### src/rtl/fetch_issue_sequencer_if.sv
// Fetch/issue sequencer bus: instruction memory, control unit and datapath signals.
// Optional INSTR_COUNT_EN adds the retired-instruction counter output.
interface fetch_issue_sequencer_if #(
    parameter int unsigned PC_W = 16
);
    logic            imem_req;
    logic [PC_W-1:0] imem_addr;
    logic            imem_valid;
    logic [15:0]     imem_rdata;
    logic [15:0]     instr;
    logic [3:0]      opcode;
    logic            mode;
    logic            cu_enable;
    logic [1:0]      src_pc;
    logic [PC_W-1:0] branch_target;
    logic [PC_W-1:0] jump_target;
    logic [PC_W-1:0] ret_addr;
    logic [PC_W-1:0] pc;
    logic [PC_W-1:0] pc_plus2;
    logic            ex_en;
    logic            mem_en;
    logic            wb_en;
    logic            dmem_done;
    logic            instr_retired;
`ifdef INSTR_COUNT_EN
    logic [31:0]     retired_count;
`endif

    modport master (
        input  imem_valid, imem_rdata, src_pc, branch_target, jump_target, ret_addr, dmem_done,
        output imem_req, imem_addr, instr, opcode, mode, cu_enable, pc, pc_plus2,
               ex_en, mem_en, wb_en, instr_retired
`ifdef INSTR_COUNT_EN
        , output retired_count
`endif
    );

    modport slave (
        output imem_valid, imem_rdata, src_pc, branch_target, jump_target, ret_addr, dmem_done,
        input  imem_req, imem_addr, instr, opcode, mode, cu_enable, pc, pc_plus2,
               ex_en, mem_en, wb_en, instr_retired
`ifdef INSTR_COUNT_EN
        , input retired_count
`endif
    );
endinterface

### src/rtl/fetch_issue_sequencer.sv
// Multi-cycle IF/ID/EX/MEM/WB instruction sequencer feeding the control unit.
// Define INSTR_COUNT_EN to add a 32-bit retired-instruction counter.
module fetch_issue_sequencer #(
    parameter int unsigned     PC_W     = 16,
    parameter logic [PC_W-1:0] RESET_PC = '0
) (
    input logic                    clk,
    input logic                    reset,
    fetch_issue_sequencer_if.master bus
);
    localparam int unsigned OP_W = 4;

    localparam logic [OP_W-1:0] OP_LAST_ALU = 4'h4;
    localparam logic [OP_W-1:0] OP_LW       = 4'h5;
    localparam logic [OP_W-1:0] OP_LB       = 4'h6;
    localparam logic [OP_W-1:0] OP_SW       = 4'h7;
    localparam logic [OP_W-1:0] OP_LAST_BR  = 4'hB;
    localparam logic [OP_W-1:0] OP_JMP      = 4'hC;
    localparam logic [OP_W-1:0] OP_CALL     = 4'hD;
    localparam logic [OP_W-1:0] OP_RET      = 4'hE;
    localparam logic [OP_W-1:0] OP_SV       = 4'hF;

    typedef enum logic [2:0] {
        S_IF  = 3'd0,
        S_ID  = 3'd1,
        S_EX  = 3'd2,
        S_MEM = 3'd3,
        S_WB  = 3'd4
    } state_e;

    state_e          state_q, state_d;
    logic            id2_q, id2_d;
    logic [15:0]     instr_q, instr_d;
    logic [PC_W-1:0] pc_q, pc_d;
    logic            imem_req_q, cu_enable_q, ex_en_q, mem_en_q, wb_en_q, retired_q;
    logic            retire;
    logic [OP_W-1:0] op;
    logic [PC_W-1:0] pc_plus2;
    logic [PC_W-1:0] pc_sel;

    assign op       = instr_q[15:12];
    assign pc_plus2 = pc_q + PC_W'(2);

    // Next-PC select; only consulted in the retire cycle.
    always_comb begin
        pc_sel = pc_plus2;
        unique case (bus.src_pc)
            2'b00: pc_sel = pc_plus2;
            2'b01: pc_sel = bus.branch_target;
            2'b10: pc_sel = bus.jump_target;
            2'b11: pc_sel = bus.ret_addr;
            default: pc_sel = pc_plus2;
        endcase
    end

    // Next-state; JMP/RET spend a second ID cycle (id2) waiting for the control unit.
    always_comb begin
        state_d = state_q;
        id2_d   = 1'b0;
        instr_d = instr_q;
        pc_d    = pc_q;
        retire  = 1'b0;
        unique case (state_q)
            S_IF: begin
                if (bus.imem_valid) begin
                    instr_d = bus.imem_rdata;
                    state_d = S_ID;
                end
            end
            S_ID: begin
                if (op == OP_JMP || op == OP_RET) begin
                    if (id2_q) retire = 1'b1;
                    else       id2_d  = 1'b1;
                end else if (op == OP_CALL) begin
                    state_d = S_WB;
                end else begin
                    state_d = S_EX;
                end
            end
            S_EX: begin
                if (op <= OP_LAST_ALU)                                  state_d = S_WB;
                else if (op == OP_LW || op == OP_LB || op == OP_SW || op == OP_SV) state_d = S_MEM;
                else                                                    retire  = 1'b1;
            end
            S_MEM: begin
                if (bus.dmem_done) begin
                    if (op == OP_LW || op == OP_LB) state_d = S_WB;
                    else                            retire  = 1'b1;
                end
            end
            S_WB:    retire  = 1'b1;
            default: state_d = S_IF;
        endcase
        if (retire) begin
            state_d = S_IF;
            pc_d    = {pc_sel[PC_W-1:1], 1'b0};
        end
    end

    // State and registered stage strobes decoded from the next state.
    always_ff @(posedge clk or posedge reset) begin
        if (reset) begin
            state_q     <= S_IF;
            id2_q       <= 1'b0;
            instr_q     <= '0;
            pc_q        <= RESET_PC;
            imem_req_q  <= 1'b1;
            cu_enable_q <= 1'b0;
            ex_en_q     <= 1'b0;
            mem_en_q    <= 1'b0;
            wb_en_q     <= 1'b0;
            retired_q   <= 1'b0;
        end else begin
            state_q     <= state_d;
            id2_q       <= id2_d;
            instr_q     <= instr_d;
            pc_q        <= pc_d;
            imem_req_q  <= (state_d == S_IF);
            cu_enable_q <= (state_d == S_ID) && !id2_d;
            ex_en_q     <= (state_d == S_EX);
            mem_en_q    <= (state_d == S_MEM);
            wb_en_q     <= (state_d == S_WB);
            retired_q   <= retire;
        end
    end

    // instr_retired is high in the first cycle the updated PC is visible.
    assign bus.imem_req      = imem_req_q;
    assign bus.imem_addr     = pc_q;
    assign bus.instr         = instr_q;
    assign bus.opcode        = instr_q[15:12];
    assign bus.mode          = instr_q[11];
    assign bus.cu_enable     = cu_enable_q;
    assign bus.pc            = pc_q;
    assign bus.pc_plus2      = pc_plus2;
    assign bus.ex_en         = ex_en_q;
    assign bus.mem_en        = mem_en_q;
    assign bus.wb_en         = wb_en_q;
    assign bus.instr_retired = retired_q;

`ifdef INSTR_COUNT_EN
    logic [31:0] retired_count_q;

    always_ff @(posedge clk or posedge reset) begin
        if (reset)       retired_count_q <= '0;
        else if (retire) retired_count_q <= retired_count_q + 32'd1;
    end

    assign bus.retired_count = retired_count_q;
`endif
endmodule

### src/flat_wrapper.sv
// flat-port wrapper written by rule: the top's interface ports become plain ports
module fetch_issue_sequencer_flat 
#(
    parameter int unsigned     PC_W     = 16,
    parameter logic [PC_W-1:0] RESET_PC = '0
)
  (clk, reset, bus_imem_valid, bus_imem_rdata, bus_src_pc, bus_branch_target, bus_jump_target, bus_ret_addr, bus_dmem_done, bus_imem_req, bus_imem_addr, bus_instr, bus_opcode, bus_mode, bus_cu_enable, bus_pc, bus_pc_plus2, bus_ex_en, bus_mem_en, bus_wb_en, bus_instr_retired);
  fetch_issue_sequencer_if #(.PC_W(PC_W)) bus_i ();
  input logic clk;
  input logic reset;
  input wire logic [$bits(bus_i.imem_valid)-1:0] bus_imem_valid;
  input wire logic [$bits(bus_i.imem_rdata)-1:0] bus_imem_rdata;
  input wire logic [$bits(bus_i.src_pc)-1:0] bus_src_pc;
  input wire logic [$bits(bus_i.branch_target)-1:0] bus_branch_target;
  input wire logic [$bits(bus_i.jump_target)-1:0] bus_jump_target;
  input wire logic [$bits(bus_i.ret_addr)-1:0] bus_ret_addr;
  input wire logic [$bits(bus_i.dmem_done)-1:0] bus_dmem_done;
  output wire logic [$bits(bus_i.imem_req)-1:0] bus_imem_req;
  output wire logic [$bits(bus_i.imem_addr)-1:0] bus_imem_addr;
  output wire logic [$bits(bus_i.instr)-1:0] bus_instr;
  output wire logic [$bits(bus_i.opcode)-1:0] bus_opcode;
  output wire logic [$bits(bus_i.mode)-1:0] bus_mode;
  output wire logic [$bits(bus_i.cu_enable)-1:0] bus_cu_enable;
  output wire logic [$bits(bus_i.pc)-1:0] bus_pc;
  output wire logic [$bits(bus_i.pc_plus2)-1:0] bus_pc_plus2;
  output wire logic [$bits(bus_i.ex_en)-1:0] bus_ex_en;
  output wire logic [$bits(bus_i.mem_en)-1:0] bus_mem_en;
  output wire logic [$bits(bus_i.wb_en)-1:0] bus_wb_en;
  output wire logic [$bits(bus_i.instr_retired)-1:0] bus_instr_retired;
  assign bus_i.imem_valid = bus_imem_valid;
  assign bus_i.imem_rdata = bus_imem_rdata;
  assign bus_i.src_pc = bus_src_pc;
  assign bus_i.branch_target = bus_branch_target;
  assign bus_i.jump_target = bus_jump_target;
  assign bus_i.ret_addr = bus_ret_addr;
  assign bus_i.dmem_done = bus_dmem_done;
  assign bus_imem_req = bus_i.imem_req;
  assign bus_imem_addr = bus_i.imem_addr;
  assign bus_instr = bus_i.instr;
  assign bus_opcode = bus_i.opcode;
  assign bus_mode = bus_i.mode;
  assign bus_cu_enable = bus_i.cu_enable;
  assign bus_pc = bus_i.pc;
  assign bus_pc_plus2 = bus_i.pc_plus2;
  assign bus_ex_en = bus_i.ex_en;
  assign bus_mem_en = bus_i.mem_en;
  assign bus_wb_en = bus_i.wb_en;
  assign bus_instr_retired = bus_i.instr_retired;
  fetch_issue_sequencer #(.PC_W(PC_W), .RESET_PC(RESET_PC)) u_core (.clk(clk), .reset(reset), .bus(bus_i));
endmodule
### config.mk
export PLATFORM = sky130hd
export DESIGN_NAME = fetch_issue_sequencer_flat
export DESIGN_NICKNAME = d
export VERILOG_FILES = /design/src/rtl/fetch_issue_sequencer_if.sv /design/src/rtl/fetch_issue_sequencer.sv /design/src/flat_wrapper.sv
export SDC_FILE = /design/constraint.sdc
export NUM_CORES = 1
export LEC_CHECK = 0
export BUFFER_PORTS_ARGS = -buffer_cell sky130_fd_sc_hd__buf_4
export CAP_MARGIN = 10
export CORE_MARGIN = 4
export CORE_UTILIZATION = 40
export DETAILED_ROUTE_END_ITERATION = 8
export PLACE_DENSITY = 0.79
export RECOVER_POWER = 100
export SETUP_SLACK_MARGIN = 0.4
export SLEW_MARGIN = 20
export SYNTH_ARGS = -nofsm -noshare
export SYNTH_HDL_FRONTEND = slang
export SYNTH_SLANG_ARGS = --single-unit
### constraint.sdc
create_clock -name clk -period 3.3 [get_ports clk]
set_input_delay 0.165 -clock clk [delete_from_list [all_inputs] [get_ports clk]]
set_output_delay 0.165 -clock clk [all_outputs]
set_load 0.02 [all_outputs]
; ---- After elaboration in Yosys (flattened, before gate mapping)
; Index checks and enable logic that the tools add are counted.
[op_classes]
addsub = 1
order_cmp = 1
eq_ne = 18
muxes = 20
reduce_logical = 10
[ops]
columns = cell, count
row1 = case mux 16 bit (4 select lines), 1
row2 = two-way mux 3 bit, 8
row3 = "adder 16 x 2 -> 16 bit, second input constant", 1
row4 = "== test 4 bit, second input constant", 4
row5 = case mux 3 bit (5 select lines), 1
row6 = "== test 3 x 2 -> 1 bit, second input constant", 4
row7 = "== test 4 x 3 -> 1 bit, second input constant", 3
row8 = two-way mux 1 bit, 9
row9 = "== test 3 x 1 -> 1 bit, second input constant", 2
row10 = "== test 3 bit, second input constant", 2
row11 = logical NOT 3 bit, 2
row12 = "== test 2 bit, second input constant", 2
row13 = "less-or-equal comparator 4 x 3 -> 1 bit, second input constant", 1
row14 = logical OR 1 bit, 4
row15 = case mux 1 bit (4 select lines), 1
row16 = "== test 2 x 1 -> 1 bit, second input constant", 1
row17 = logical NOT 2 bit, 1
row18 = AND reduction 2 bit, 1
row19 = logical AND 1 bit, 1
row20 = logical NOT 1 bit, 1
[totals]
register_bits = 41
in_bits = 70
output_inout_bits = 75

; ---- Depth between registers and ports, before layout
; Gate-level depths: netlist of run 1.
[depth]
word_depth = 10
ltp_mapped = 7

; ---- Worst setup path after synthesis of run 1
; Ideal clock, no wire load.
[synth_path]
path_type = register to register
startpoint = register u_core.pc_q[1] (netlist: u_core.bus.imem_addr[1])
endpoint = register u_core.pc_q[13] (netlist: u_core.bus.imem_addr[13])
setup_time_ps = 125
t_arrival_ps = 2182
required_ps = 3175
slack_ps = 993
stages_incl_launch_ff = 7
path_buffers = 0
path_cell_list = dfrtp_1 -> ha_1 -> nand4_1 -> nor4_1 -> xor2_1 -> mux4_2 -> mux2_2
[synth_between]
elab_chain_cells = 2
[synth_rtl]
columns = item, line
row1 = start: declaration, fetch_issue_sequencer.sv:34  ; logic [PC_W-1:0] pc_q, pc_d;
row2 = start signal: assignment, fetch_issue_sequencer.sv:117  ; pc_q <= pc_d;
row3 = adder 16 x 2 -> 16 bit, fetch_issue_sequencer.sv:42  ; assign pc_plus2 = pc_q + PC_W'(2);
row4 = named net bus_pc_plus2[13], flat_wrapper.sv:25  ; output wire logic [$bits(bus_i.pc_plus2)-1:0] bus_pc_plus2;
row5 = case mux 16 bit (4 select lines), fetch_issue_sequencer.sv:47  ; unique case (bus.src_pc)
; The timed path passes the listed nets, and every way through them passes these cells.
; A chain may end at the register's enable or synchronous reset.

; ---- Worst setup path in the final report of run 1
[layout_path]
startpoint = register u_core.state_q[0]
endpoint = register u_core.instr_q[4] (netlist: u_core.bus.instr[4])
[layout_between]
elab_chain_cells = 2
[layout_rtl]
columns = item, line
row1 = start: declaration, fetch_issue_sequencer.sv:31  ; state_e state_q, state_d;
row2 = start signal: assignment, fetch_issue_sequencer.sv:114  ; state_q <= state_d;
row3 = logical NOT 3 bit, fetch_issue_sequencer.sv:63  ; unique case (state_q)
row4 = AND reduction 2 bit (no source line), --
row5 = end signal: assignment, fetch_issue_sequencer.sv:116  ; instr_q <= instr_d;
row6 = end: declaration, fetch_issue_sequencer.sv:33  ; logic [15:0] instr_q, instr_d;
; Every way passes these cells.

==> results of run 1 <==
worst paths after layout:
path                                    start                        to  slack, ps  depth (start not counted)
setup / recovery            u_core.state_q[0]       u_core.bus.instr[4]        890                          3
hold / removal             bus_imem_rdata[12]      u_core.bus.instr[12]         80                          3
setup reg to reg            u_core.state_q[0]       u_core.bus.instr[4]        890                          3
hold reg to reg                  u_core.id2_q              u_core.id2_q        440                          1
max in group asynchronous               reset  u_core.bus.imem_addr[11]       1300                          3
min in group asynchronous               reset   u_core.bus.imem_addr[1]        700                          3
through the flow:
stage	hold slack, ps	power, uW
3_3_place_gp	331	3300
6_report	75.6	3270
4_1_cts	14.1	3690
3_5_place_dp	332	3350
2_1_floorplan	282	2570
5_1_grt	74.8	3520
power by group through the flow:
stage / sequential, uW / clock (uW) / combinational, uW
after floorplan: 1230 / 0 / 1340
after global placement: 1060 / 0 / 2240
after detailed placement: 1080 / 0 / 2270
after CTS: 1080 / 338 / 2280
after global routing: 1120 / 366 / 2040
final: 1060 / 328 / 1880
area by class of cell:
type / count / area, sq um
timing repair buffer: 141 / 785
fill: 637 / 3060
sequential: 41 / 1030
tap: 77 / 96.3
clock buffer: 5 / 68.8
clock inverter: 3 / 17.5
inverter: 9 / 33.8
multi-input combinational: 168 / 1340
metal layers:
layer / share of wire [%] / global-route usage (%)
met4: 2.0 / 6.09
met1: 40 / 21.3
met2: 52 / 33.2
met5: 0 / 0
met3: 6.5 / 4.38
critical path: stages (launching register included):
cell and delay (ps):
sky130_fd_sc_hd__dfrtp_1 490, sky130_fd_sc_hd__nor4b_1 690, sky130_fd_sc_hd__clkbuf_1 690, sky130_fd_sc_hd__mux2_2 420
kinds of logic after synthesis:
group                    synth area share, %
adder cells (fa/ha/maj)                0.469
AND/OR/NAND/NOR                         14.6
AO/OA/AOI/OAI                           10.0
XOR/XNOR                                4.60
multiplexers                            20.1
buffers and inverters                   11.5
flip-flops                              38.5
other                                  0.141
cells in the final DEF (no fill, tap or decap), types with 8 or more instances in the layout:
| cell type | synthesis | routed |
|---|---|---|
| sky130_fd_sc_hd__clkbuf_1 | 5 | 73 |
| sky130_fd_sc_hd__buf_4 | 23 | 67 |
| sky130_fd_sc_hd__dfrtp_1 | 40 | 40 |
| sky130_fd_sc_hd__mux2_2 | 22 | 21 |
| sky130_fd_sc_hd__nand2_1 | 17 | 17 |
| sky130_fd_sc_hd__nor2_1 | 14 | 14 |
| sky130_fd_sc_hd__a21oi_1 | 13 | 13 |
| sky130_fd_sc_hd__o21ai_0 | 11 | 11 |
| sky130_fd_sc_hd__mux4_2 | 11 | 11 |
| sky130_fd_sc_hd__xnor2_1 | 9 | 9 |
| sky130_fd_sc_hd__inv_1 | 9 | 8 |
state kept, by name, summed over array words and instances, names as in the netlist:
name,cells
u_core.bus.instr,16
u_core.bus.imem_addr,15
u_core.id2_q,1
u_core.bus.ex_en,1
u_core.bus.cu_enable,1
u_core.bus.mem_en,1
u_core.bus.wb_en,1
u_core.bus.imem_req,1
u_core.state_q,3
u_core.bus.instr_retired,1
==> results.json, run 1 <==
{
  "outcome": "finished, violations left",
  "failed_checks": "max-capacitance violations, max-slew violations",
  "post_layout_util_pct": 52.4,
  "switching_share_pct": 51.5,
  "setup_viol": 0,
  "worst_pin_slew_ps": 2280,
  "yosys_top_cell_by_area": "sky130_fd_sc_hd__dfrtp_1",
  "comb_power_share_pct": 57.5,
  "post_cts.resized_instances": 0,
  "placed_cells": 436,
  "buffer_levels_on_the_longest_clock_path": 2,
  "postRouteAntennaNets": 0,
  "post_layout_nonfiller_instances": 444,
  "setup_ws_ps": 894,
  "setup.worst_path.class": "reg -> reg",
  "crit_path_end_kind": "flop",
  "cts_inserted_buffers": 5,
  "tritoncts_clock_tree": "yes",
  "netlist_instances": 255,
  "power_per_cell_area_nw_per_um2": 971,
  "post_route_cells_drive_above_1_share_pct": 32.2,
  "htree_levels": 2,
  "critPathMaxFanout": 17,
  "detailed_place_hpwl_um": 5730,
  "synth_top_area_share_pct": 37.6,
  "placement_rows": 29,
  "internal-power_uw": 1590,
  "initial_core_util_pct": 41.5,
  "avgSynthCellArea_sq_um": 10.5,
  "gr-total-overflow": 0,
  "totalNegativeSetupSlack_ps": 0,
  "cts_setup_buffers": 0,
  "n_antenna_cell": 0,
  "syn_area_sq_um": 2670,
  "core_sq_um": 6420,
  "seq_area_frac_synth_pct": 38.5,
  "drt_drc": 0,
  "slew-limit-headroom_pct": -51.9,
  "wire_length_of_the_first_global_routing_pass_um": 11300,
  "switchingPower_uw": 1680,
  "drtPass1Iterations": 4,
  "gp_congestion": 0.824,
  "cts_num_sinks": 41,
  "grt_setup_unrepaired": "no",
  "final_max_slew_viol_count": 42,
  "maxCapViolations": 1,
  "nNetsFinal": 437,
  "leakagePower_uw": 0.00144,
  "largest_net_degree_at_the_start_of_global_routing": 42,
  "place_ws_ps": 999,
  "most_instantiated_cells_after_synthesis": "sky130_fd_sc_hd__dfrtp_1, sky130_fd_sc_hd__buf_4, sky130_fd_sc_hd__mux2_2, sky130_fd_sc_hd__nand2_1, sky130_fd_sc_hd__nor2_1",
  "floorplan.die.height_um": 89.6,
  "number_of_enable_type_register_cells_in_the_synthesized_netlist": 0,
  "floorplan.io_pins": 145,
  "layout_min_cycle_time_ps": 2410,
  "ir_worst_vdd_mv": 0.600,
  "clkTransAtPathRegs_ps": 80,
  "postCtsHoldBufs": 0,
  "grt_pass1_vias": 2306,
  "synthToLayoutAreaGrowth_pct": 26.3,
  "min-delay-path-class": "in -> reg",
  "portBuffers": 138,
  "layout.cell_area.non_filler_sq_um": 3370,
  "synthMostInstantiatedCell": "sky130_fd_sc_hd__dfrtp_1",
  "synth.area.top_cells": "sky130_fd_sc_hd__dfrtp_1, sky130_fd_sc_hd__mux2_2, sky130_fd_sc_hd__mux4_2, sky130_fd_sc_hd__buf_4, sky130_fd_sc_hd__xnor2_1",
  "critPathArrivalTime_ps": 2590,
  "die_area_sq_um": 8030,
  "final_hold_viol_count": 0,
  "yosysWarningCount": 0,
  "global_route.usage.total_pct": 18.4,
  "fin_worst_skew_ps": 4.53,
  "worstPathRequired_ps": 3480,
  "async_reset_ff_share_pct": 100,
  "achievable-frequency_ghz": 0.416,
  "detailedRoute.firstIterationViolations": 75,
  "ys_seq_elements": 41,
  "final.period_utilization_pct": 72.9,
  "synth-main-ff-cell": "sky130_fd_sc_hd__dfrtp_1",
  "placed_area_sq_um": 3560,
  "antenna_found_initial": 0,
  "chipWidth_um": 89.6,
  "totalWireLength_um": 7330,
  "sequentialPowerShare_pct": 32.5,
  "wl_per_cell_um": 16.5,
  "root_buffer": "sky130_fd_sc_hd__clkbuf_8",
  "vias": 2317,
  "post_synth_num_cell_types": 54,
  "route.detailed.vias_per_inst": 5.22,
  "clock_group_share_of_total_power_pct": 10.0,
  "worstSetupStartpointType": "flop",
  "clk_latency_ps": 290
}
No activity file was read; power rests on OpenSTA's default activity.
==> inputs of run 2 (changes only) <==
PLACE_DENSITY = 0.82   (was 0.79)
clock period = 2.05 ns   (was 3.3 ns; I/O delays follow)
==> results.json, run 2 (synthesis results as in run 1) <==
{
  "detailedRoute.firstIterationViolations": 200,
  "whs_ps": 10.1,
  "antenna_found_initial": 0,
  "worstSetupStartpointType": "flop",
  "floorplan.io_pins": 145,
  "placed_cells": 443,
  "buffer_levels_on_the_longest_clock_path": 2,
  "critical-path-max-stage-delay_ps": 460,
  "cts_inserted_buffers": 5,
  "comb_power_share_pct": 69.3,
  "nNetsFinal": 486,
  "clkTransAtPathRegs_ps": 100,
  "switching_share_pct": 46.1,
  "crit_path_end_kind": "flop",
  "post_route_cells_drive_above_1_share_pct": 67.8,
  "internal-power_uw": 3920,
  "critPathMaxFanout": 2,
  "clock_group_share_of_total_power_pct": 7.8,
  "leakagePower_uw": 0.00202,
  "power_per_cell_area_nw_per_um2": 1650,
  "ir_worst_vdd_mv": 0.959,
  "portBuffers": 138,
  "initial_core_util_pct": 41.5,
  "largest_register_ffs": 16,
  "global_route.usage.total_pct": 20.4,
  "total_power_uw": 7280,
  "layout_min_cycle_time_ps": 2060,
  "min-delay-path-class": "in -> reg",
  "cts_num_sinks": 41,
  "setup_viol": 1,
  "die_area_sq_um": 8030,
  "path_delay_family": "multiplexers",
  "htree_levels": 2,
  "achievable-frequency_ghz": 0.486,
  "critical_path_buf_inv_count": 0,
  "gr-total-overflow": 0,
  "core_sq_um": 6420,
  "chipWidth_um": 89.6,
  "worstPathRequired_ps": 2250,
  "failed_checks": "negative setup slack",
  "largest_net_degree_at_the_start_of_global_routing": 31,
  "totalWireLength_um": 9510,
  "final_hold_viol_count": 0,
  "tritoncts_clock_tree": "yes",
  "vias": 2669,
  "layout_common_cells": "sky130_fd_sc_hd__buf_4, sky130_fd_sc_hd__dfrtp_1, sky130_fd_sc_hd__mux2_2, sky130_fd_sc_hd__clkbuf_1, sky130_fd_sc_hd__dfrtp_2",
  "crit_path_cell_trace": "ha_4 -> nand4_1 -> nor4_4 -> xor2_2 -> mux4_2 -> mux2_4",
  "post_layout_nonfiller_instances": 493,
  "slowest_stage": "sky130_fd_sc_hd__mux4_2",
  "floorplan.die.height_um": 89.6,
  "n_antenna_cell": 0,
  "switchingPower_uw": 3360,
  "drt_drc": 0,
  "outcome": "finished, violations left",
  "slew-limit-headroom_pct": 52.1,
  "maxCapViolations": 0,
  "wl_per_cell_um": 19.3,
  "most_frequent_standard_cell_in_the_layout_excluding_fill_and_tap_cells": "sky130_fd_sc_hd__buf_4",
  "setup_ws_ps": -6.28,
  "gp_congestion": 0.820,
  "detailed_place_hpwl_um": 5990,
  "clk_latency_ps": 300,
  "postRouteAntennaNets": 0,
  "grt_pass1_vias": 2501,
  "setup.worst_path.class": "reg -> reg",
  "root_buffer": "sky130_fd_sc_hd__clkbuf_8",
  "final_max_slew_viol_count": 0,
  "grt_setup_unrepaired": "yes",
  "final.period_utilization_pct": 100,
  "drtPass1Iterations": 5,
  "wire_length_of_the_first_global_routing_pass_um": 12500,
  "critPathArrivalTime_ps": 2250,
  "placement_rows": 29,
  "sequentialPowerShare_pct": 22.9,
  "post_layout_util_pct": 68.6,
  "synthToLayoutAreaGrowth_pct": 65.4,
  "worst_pin_slew_ps": 714,
  "fin_worst_skew_ps": 15.7,
  "route.detailed.vias_per_inst": 5.41
}
run 2: cell count changes in the layout (fill, tap and decap cells not counted), moves of 5 or more:
cell	change
sky130_fd_sc_hd__clkbuf_1	-55
sky130_fd_sc_hd__buf_6	+12
sky130_fd_sc_hd__dfrtp_1	-17
sky130_fd_sc_hd__a21oi_1	-7
sky130_fd_sc_hd__dfrtp_2	+17
sky130_fd_sc_hd__xnor2_2	+5
sky130_fd_sc_hd__xnor2_1	-5
sky130_fd_sc_hd__nor2_1	-5
sky130_fd_sc_hd__buf_4	+84
run 2: path summary, 6_finish.rpt:
| path | startpoint | cells past startpoint | to | slack [ps] |
|---|---|---|---|---|
| max | u_core.bus.imem_addr[2] | 6 | u_core.bus.imem_addr[13] | -6 |
| min | bus_imem_rdata[14] | 3 | u_core.bus.instr[14] | 10 |
| max reg2reg | u_core.bus.imem_addr[2] | 6 | u_core.bus.imem_addr[13] | -6 |
| min reg2reg | u_core.id2_q | 1 | u_core.id2_q | 430 |
| max in group asynchronous | reset | 4 | u_core.state_q[2] | 680 |
| min in group asynchronous | reset | 3 | u_core.bus.instr[3] | 380 |
run 2: stage by stage:
| stage | area, sq um | worst slack, ps | setup TNS, ps |
|---|---|---|---|
| final | 4410 | -6.28 | -6.28 |
| after detailed placement | 3720 | 37.0 | 0 |
| after floorplan | 2790 | -74.1 | -74.1 |
| after global placement | 3720 | 83.4 | 0 |
| after global routing | 4410 | -95.0 | -95.0 |
| after CTS | 4030 | 102 | 0 |
run 2: timing repair:
| action | CTS | global route |
|---|---|---|
| endpoints found under the setup margin | 18 | 24 |
| pin swaps | 6 | 16 |
| hold buffers | 1 | 0 |
| cloned | 0 | 3 |
| buffers inserted | 16 | 22 |
| hold endpoints to repair | 17 | 0 |
| gates resized for setup | 28 | 52 |
run 2: power groups by stage:
stage / Clock [uW] / Sequential [uW] / Combinational, uW
finish: 568 / 1670 / 5040
global route: 627 / 1720 / 5330
CTS: 576 / 1650 / 4340
detailed placement: 0 / 1710 / 3960
global placement: 0 / 1680 / 3880
floorplan: 0 / 2030 / 2320
run 2: cell type report:
cell class / instances / area [sq um]
clock buffers: 5 / 68.8
clock inverters: 3 / 25.0
fillers: 484 / 2020
inverters: 9 / 33.8
multi-input cells: 168 / 1670
flip-flops and latches: 41 / 1050
well taps: 77 / 96.3
repair buffers: 190 / 1460
run 2: worst register-to-register path: stages (launching register included):
cell and delay (ps):
sky130_fd_sc_hd__dfrtp_2 390, sky130_fd_sc_hd__ha_4 130, sky130_fd_sc_hd__nand4_1 170, sky130_fd_sc_hd__nor4_4 410, sky130_fd_sc_hd__xor2_2 140, sky130_fd_sc_hd__mux4_2 460, sky130_fd_sc_hd__mux2_4 270
run 2: per-layer routing:
layer  track usage (%)  wire length (um)
met5                 0                 0
met4              5.68               162
met3              3.83               748
met2              35.7              5040
met1              25.8              3560
==> inputs of run 3 (changes only) <==
CORE_UTILIZATION = 41   (was 40)
PLACE_DENSITY = 0.83   (was 0.82)
==> results.json, run 3 (synthesis results as in run 1) <==
{
  "outcome": "finished clean",
  "vias": 2578,
  "chipWidth_um": 88.6,
  "min-delay-path-class": "in -> reg",
  "achievable-frequency_ghz": 0.520,
  "global_route.usage.total_pct": 21.6,
  "cts_inserted_buffers": 5,
  "timing.reg2reg.worst_path_depth": 5,
  "critical-path-max-stage-delay_ps": 490,
  "floorplan.io_pins": 145,
  "clk_latency_ps": 300,
  "wl_per_cell_um": 17.9,
  "fin_worst_skew_ps": 5.45,
  "synthToLayoutAreaGrowth_pct": 58.5,
  "layout_common_cells": "sky130_fd_sc_hd__buf_4, sky130_fd_sc_hd__clkbuf_1, sky130_fd_sc_hd__dfrtp_1, sky130_fd_sc_hd__mux2_2, sky130_fd_sc_hd__nand2_1",
  "slowest_stage": "sky130_fd_sc_hd__dfrtp_1",
  "ir_worst_vdd_mv": 1.01,
  "initial_core_util_pct": 42.2,
  "grt-busiest-layer": "met2",
  "placement_rows": 29,
  "clkTransAtPathRegs_ps": 90,
  "setup_ws_ps": 126,
  "buffer_levels_on_the_longest_clock_path": 2,
  "critPathArrivalTime_ps": 2110,
  "worstSetupStartpointType": "flop",
  "root_buffer": "sky130_fd_sc_hd__clkbuf_8",
  "clock_group_share_of_total_power_pct": 9.8,
  "critPathMaxFanout": 5,
  "timing.reg2reg.setup_slack_ps": 130,
  "drt_drc": 0,
  "floorplan.die.height_um": 88.6,
  "path_delay_family": "multiplexers",
  "n_antenna_cell": 0,
  "largest_net_degree_at_the_start_of_global_routing": 24,
  "grt_setup_unrepaired": "yes",
  "detailed_place_hpwl_um": 5750,
  "maxCapViolations": 0,
  "worstPathRequired_ps": 2240,
  "final.period_utilization_pct": 93.9,
  "crit_path_end_kind": "flop",
  "post_layout_util_pct": 66.9,
  "core_sq_um": 6310,
  "cts_num_sinks": 41,
  "post_route_cells_drive_above_1_share_pct": 57.8,
  "largest_register_ffs": 16,
  "postRouteAntennaNets": 0,
  "slew-limit-headroom_pct": 51.3,
  "route.detailed.vias_per_inst": 5.40,
  "nNetsFinal": 470,
  "globalRouteMet3Util_pct": 4.47,
  "globalRouteMet1Util_pct": 27.3,
  "min_delay_path_depth": 3,
  "setup.worst_path.class": "reg -> reg",
  "cp.depth": 5,
  "final_hold_viol_count": 0,
  "most_frequent_standard_cell_in_the_layout_excluding_fill_and_tap_cells": "sky130_fd_sc_hd__buf_4",
  "fill_cells": 531,
  "grt.met2_usage_pct": 37.9,
  "internal-power_uw": 3690,
  "place_ws_ps": 31.1,
  "crit_path_cell_trace": "inv_1 -> nor4_4 -> xor2_2 -> mux4_2 -> mux2_4",
  "final_max_slew_viol_count": 0,
  "htree_levels": 2,
  "wire_length_of_the_first_global_routing_pass_um": 13100,
  "totalWireLength_um": 8560,
  "worst_pin_slew_ps": 720,
  "drtPass1Iterations": 4,
  "sequentialPowerShare_pct": 23.8,
  "setup_viol": 0,
  "comb_power_share_pct": 66.4,
  "switchingPower_uw": 3280,
  "portBuffers": 138,
  "layout_min_cycle_time_ps": 1920,
  "totalNegativeSetupSlack_ps": 0,
  "gp_congestion": 0.806,
  "total_power_uw": 6970,
  "gr-total-overflow": 0,
  "detailedRoute.firstIterationViolations": 127,
  "critical_path_buf_inv_count": 1,
  "switching_share_pct": 47.1,
  "tritoncts_clock_tree": "yes",
  "die_area_sq_um": 7850,
  "grt_pass1_vias": 2641,
  "leakagePower_uw": 0.00184,
  "power_per_cell_area_nw_per_um2": 1650,
  "antenna_found_initial": 0
}
-- run 3: per-layer routing --
metal  vias to the layer above  wire length [um]
met5                         -                 0
met4                         0               136
met1                      1286              3290
met2                       102              4530
met3                        15               608
li1                       1175                 -
-- run 3: worst register-to-register path, stage by stage, from the launching register on --
cell and delay, ps:
sky130_fd_sc_hd__dfrtp_1 490, sky130_fd_sc_hd__inv_1 150, sky130_fd_sc_hd__nor4_4 350, sky130_fd_sc_hd__xor2_2 100, sky130_fd_sc_hd__mux4_2 450, sky130_fd_sc_hd__mux2_4 270
-- run 3: per-stage QoR --
stage                     hold slack [ps]  instances  area, sq um
after floorplan                       219        257         2790
after CTS                            2.55        473         4260
final                                5.94        477         4230
after detailed placement              148        444         3710
after global routing                 19.0        477         4230
after global placement                149        444         3710
-- run 3: path summary, 6_finish.rpt --
check / start / endpoint
worst min-delay path: bus_imem_rdata[14] / u_core.bus.instr[14]
max in group asynchronous: reset / u_core.bus.imem_addr[11]
min in group asynchronous: reset / u_core.bus.instr[14]
worst max-delay path: u_core.bus.imem_addr[9] / u_core.bus.imem_addr[13]
worst max register to register: u_core.bus.imem_addr[9] / u_core.bus.imem_addr[13]
worst min register to register: u_core.id2_q / u_core.id2_q
-- run 3: area by class of cell --
type / instances / area [sq um] / share of cell area [%]
inverters: 9 / 33.8 / 0.800
clock buffers: 5 / 68.8 / 1.63
clock inverters: 3 / 46.3 / 1.10
well taps: 77 / 96.3 / 2.28
flip-flops and latches: 41 / 1040 / 24.7
multi-input cells: 168 / 1710 / 40.5
repair buffers: 174 / 1230 / 29.1
-- run 3: power by group through the flow --
stage | Clock [uW] | Sequential [uW] | Combinational, uW
2_1_floorplan | 0 | 2030 | 2320
3_3_place_gp | 0 | 1660 | 3910
3_5_place_dp | 0 | 1690 | 3970
4_1_cts | 691 | 1640 | 4820
5_1_grt | 736 | 1720 | 4940
6_report | 680 | 1660 | 4630
-- run 3: repair_timing --
action,in CTS,in global routing
endpoints found under the setup margin,23,46
endpoints found under the hold margin,19,0
cloned,3,1
pin swaps,11,7
buffers inserted,16,3
resized for setup,49,37
hold buffers,2,0
